<file path="src/rtl/fwd_stall_ctrl.sv">
// Operand-forwarding select, load-use / MDU hazard stall, and MDU scoreboard
// for the 5-stage pipeline. Sits beside ID; drives bypass muxes and PC/IF-ID freeze.
module fwd_stall_ctrl #(
  parameter int RA_W    = 5,
  parameter int NSRC    = 2,
  parameter int MDU_LAT = 4,
  parameter int CNT_W   = 16
) (
  input  logic                 clk,
  input  logic                 rst,
  input  logic [NSRC*RA_W-1:0] id_src,
  input  logic [NSRC-1:0]      id_use,
  input  logic                 id_valid,
  input  logic                 id_is_mdu,
  input  logic [RA_W-1:0]      id_mdu_rd,
  input  logic [RA_W-1:0]      exe_rn,
  input  logic [RA_W-1:0]      mem_rn,
  input  logic                 exe_wreg,
  input  logic                 mem_wreg,
  input  logic                 exe_m2reg,
  input  logic                 mem_m2reg,
  input  logic                 flush,
  output logic [NSRC*2-1:0]    fwd_sel,
  output logic                 stall,
  output logic                 mdu_busy,
  output logic                 mdu_done,
  output logic [RA_W-1:0]      mdu_rd,
  output logic [CNT_W-1:0]     stall_cnt
);

  typedef enum logic {IDLE, BUSY} mdu_st_e;

  mdu_st_e          state_q, state_d;
  logic [3:0]       cnt_q, cnt_d;
  logic [RA_W-1:0]  rd_q, rd_d;
  logic [CNT_W-1:0] scnt_q, scnt_d;

  logic [NSRC-1:0]  lu_v, raw_v;
  logic             load_use, mdu_raw, mdu_struct;

  // Per-source bypass select and hazard match; r0 never matches anything.
  for (genvar gi = 0; gi < NSRC; gi++) begin : g_src
    logic [RA_W-1:0] src;
    logic            exe_hit, mem_hit;
    assign src     = id_src[gi*RA_W +: RA_W];
    assign exe_hit = id_use[gi] & exe_wreg & (|exe_rn) & (exe_rn == src);
    assign mem_hit = id_use[gi] & mem_wreg & (|mem_rn) & (mem_rn == src);
    assign lu_v[gi]  = exe_hit & exe_m2reg;
    assign raw_v[gi] = id_use[gi] & (src == rd_q);
    assign fwd_sel[gi*2 +: 2] = (exe_hit & ~exe_m2reg) ? 2'b01 :
                                mem_hit ? (mem_m2reg ? 2'b11 : 2'b10) : 2'b00;
  end

  assign load_use   = id_valid & (|lu_v);
  assign mdu_raw    = id_valid & (state_q == BUSY) & (|rd_q) & (|raw_v);
  assign mdu_struct = id_valid & (state_q == BUSY) & id_is_mdu;
  assign stall      = (load_use | mdu_raw | mdu_struct) & ~flush;

  assign mdu_busy  = (state_q == BUSY);
  assign mdu_done  = (state_q == BUSY) & (cnt_q == 4'd0);
  assign mdu_rd    = rd_q;
  assign stall_cnt = scnt_q;

  always_comb begin
    state_d = state_q;
    cnt_d   = cnt_q;
    rd_d    = rd_q;
    case (state_q)
      IDLE: if (id_valid & id_is_mdu & ~stall & ~flush) begin
        state_d = BUSY;
        cnt_d   = 4'(MDU_LAT - 1);
        rd_d    = id_mdu_rd;
      end
      BUSY: begin
        // flush does not abort an op in flight; it always runs to completion
        if (cnt_q == 4'd0) begin
          state_d = IDLE;
          rd_d    = '0;
        end else begin
          cnt_d = cnt_q - 4'd1;
        end
      end
      default: state_d = IDLE;
    endcase
  end

  assign scnt_d = (stall & ~(&scnt_q)) ? scnt_q + 1'b1 : scnt_q;

  always_ff @(posedge clk or posedge rst) begin
    if (rst) begin
      state_q <= IDLE;
      cnt_q   <= '0;
      rd_q    <= '0;
      scnt_q  <= '0;
    end else begin
      state_q <= state_d;
      cnt_q   <= cnt_d;
      rd_q    <= rd_d;
      scnt_q  <= scnt_d;
    end
  end

endmodule

</file>
<file path="config.mk">
export PLATFORM = sky130hd
export DESIGN_NAME = fwd_stall_ctrl
export DESIGN_NICKNAME = d
export VERILOG_FILES = /design/src/rtl/fwd_stall_ctrl.sv
export SDC_FILE = /design/constraint.sdc
export NUM_CORES = 1
export LEC_CHECK = 0
export BUFFER_PORTS_ARGS = -buffer_cell sky130_fd_sc_hd__buf_4
export CAP_MARGIN = 20
export CORE_UTILIZATION = 50
export CTS_BUF_LIST = sky130_fd_sc_hd__clkbuf_8
export DETAILED_ROUTE_END_ITERATION = 10
export MAX_ROUTING_LAYER = met4
export PLACE_DENSITY = 0.89
export SLEW_MARGIN = 20
export SYNTH_ARGS = -nofsm -noshare
export SYNTH_HDL_FRONTEND = slang
export SYNTH_SLANG_ARGS = --single-unit
</file>
<file path="constraint.sdc">
create_clock -name clk -period 5.8 [get_ports clk]
set_input_delay 0.58 -clock clk [delete_from_list [all_inputs] [get_ports clk]]
set_output_delay 0.58 -clock clk [all_outputs]
set_load 0.02 [all_outputs]
</file>
==> results.toml <==
[worst_setup_path]
critPathBufInv = 2
r2r_cells = 6
max_stage_delay_ps = 530
worst-path-stages = 8
critPathSlowestCell = "or4_1"
cp_cell_sequence = "buf_4 -> or4_1 -> o21ai_2 -> nor3_1 -> o21ai_2 -> nand2_1 -> and2_1 -> buf_4"
critPathRequiredTime_ps = 5220
cpLargestDelayFamily = "simple AND/OR/NAND/NOR gates"
arrival_ps = 2160
setup.worst_path.class = "in2out"
worstPathMaxFanout = 3
endpoint_kind = "primary output"
start_kind = "input port"

[synthesis]
synth.area.top_cells = "dfrtp_1, xnor2_1, nand4_1"
syn_inst = 177
ys_ff_latch = 26
yosysTopAreaCellShare_pct = 38.04
netlist_top_cells_count = "xnor2_1, dfrtp_1, nand2_1"
ys_warn_count = 0
synthesis.area_um2 = 1710
syn-num-nets = 216
synth_top_area_cell = "dfrtp_1"
synth_edf_count = 0
synth.most_common_cell = "xnor2_1"
yosysUniqueCellTypes = 32
synth-async-reset-ratio_pct = 100.0
synth_area_per_cell_um2 = 9.663
synthFlopType = "dfrtp_1"
yosysSeqAreaShare_pct = 38.04

[outcome]
status = "finished clean"

[final_layout]
fill_cells = 266
area_delta_synth_final_pct = 32.33
drive_gt1_share_pct = 32.50
nNetsFinal = 280
postLayoutCellArea_um2 = 2263
antenna_cells = 0

[sta]
setup_viol = 0
fmax_ghz = 0.3652
final.setup.tns_ps = 0
fin_crit_sh_pct = 47.22
rsz0062_at_grt = "false"
slew_violations = 0
slew_headroom_pct = 37.98
fin_skew_ps = 8.124
period_minus_slack_ps = 2739
tightest_slew_ps = 924.6
hold_viol_final = 0

[power]
p_per_area_nw_per_um2 = 305.4
leakage_nw = 1.043
max-vdd-ir-drop_uv = 263.8

[clock_tree]
cts-root-buf = "clkbuf_8"
clk_path_buf_depth = 2
post_cts_resized = 0
clkSinkCount = 26
hold_buffers = 0
tritoncts = "done"
clkSlewWorstSetupHoldPaths_ps = 90
cts_buffers = 3
clk_latency_ps = 270
post_cts_buffers = 0
cts.htree.levels = 1

[placed_design]
placed_area_um2 = 2208
post-dp-hpwl_mm = 3.074
io_buffers = 63
gp_congestion = 0.8562

[global_route]
grt_pass1_wl_mm = 6.244
antenna_found_initial = 0
grt_overflow = 0
grt_max_degree = 27
grt_use_total_pct = 23.76
first_global_vias = 1421

[floorplanning]
start_util_pct = 54.25
die_area_um2 = 3658
die_y_um = 60.49
core_area_um2 = 3153
row_count = 20
fp.dieW_um = 60.49
num_io_pins = 64

[detailed_routing]
wl_mm = 3.871
first_pass_iters = 4
via_per_inst = 5.306
drt_iter0_markers = 61
antenna_left = 0
vias = 1507
wl_per_cell_um = 13.63
drc = 0

[flow_run]
drv_cap = 0

[worst_hold_path]
hold_path_class = "in2async"
path summary, 6_finish.rpt:
kind,from,endpoint,slack [ps]
max in group asynchronous,rst,mdu_rd[1],4970
worst max-delay path,exe_rn[0],stall,3060
worst min-delay path,rst,stall_cnt[7],400
worst max register to register,mdu_rd[4],stall_cnt[1],3440
min in group clk,stall_cnt[6],stall_cnt[6],510
worst min register to register,stall_cnt[6],stall_cnt[6],510
sequential cells by signal (all words and copies together), names as in the netlist:
| register | flops |
|---|---|
| cnt_q | 4 |
| mdu_busy | 1 |
| mdu_rd | 5 |
| stall_cnt | 16 |
per-stage QoR:
stage                     power (mW)  worst slack [ps]  hold WS [ps]  cells  util, %
final                         0.6912              3061         400.4    284    71.79
after global routing          0.7425              2974         458.7    284    71.79
after CTS                     0.6977              3068         503.3    284    71.79
after detailed placement      0.5825              3072         487.0    280    70.04
after global placement        0.5730              3078         486.0    280    70.04
after floorplan               0.4712              3371         527.9    177        -
power by group:
part | internal (mW) | switching [mW]
clock | 0.0606 | 0.0541
combinational | 0.150 | 0.145
sequential | 0.225 | 0.0567
area by class of cell:
type                    instances  area, um^2  share of cell area, %
flip-flops and latches         26       650.6                  28.75
repair buffers                 63       473.0                  20.90
multi-input cells             138       996.0                  44.00
clock buffers                   4       55.05                  2.432
inverters                       9       33.78                  1.493
well taps                      44       55.05                  2.432
metal layers:
layer	wire length [um]	share of wire [%]	track usage, %	vias to the layer above
met3	283	7.3	2.772	11
met4	89	2.3	9.416	0
met2	1910	49	41.29	69
met5	0	0	-	-
li1	-	-	-	733
met1	1587	41	28.02	694
cell families after synthesis:
family | count (synthesis) | share of synthesized area, %
buf+inv | 13 | 3.731
fa+ha+maj | 3 | 2.195
simple gates | 73 | 24.51
flops | 26 | 38.04
xor+xnor | 46 | 23.55
mux | 3 | 1.975
compound gates | 13 | 5.999
placed cells by master, fill, tap and decap left out, types with 6 or more instances in the layout:
| cell | Yosys | layout |
|---|---|---|
| buf_4 | 0 | 63 |
| xnor2_1 | 41 | 41 |
| dfrtp_1 | 26 | 26 |
| nand2_1 | 14 | 14 |
| nand4_1 | 12 | 12 |
| nand3_1 | 12 | 12 |
| inv_1 | 9 | 8 |
| nor3_1 | 6 | 6 |
Note: power is estimated with default switching activity, not from simulation.
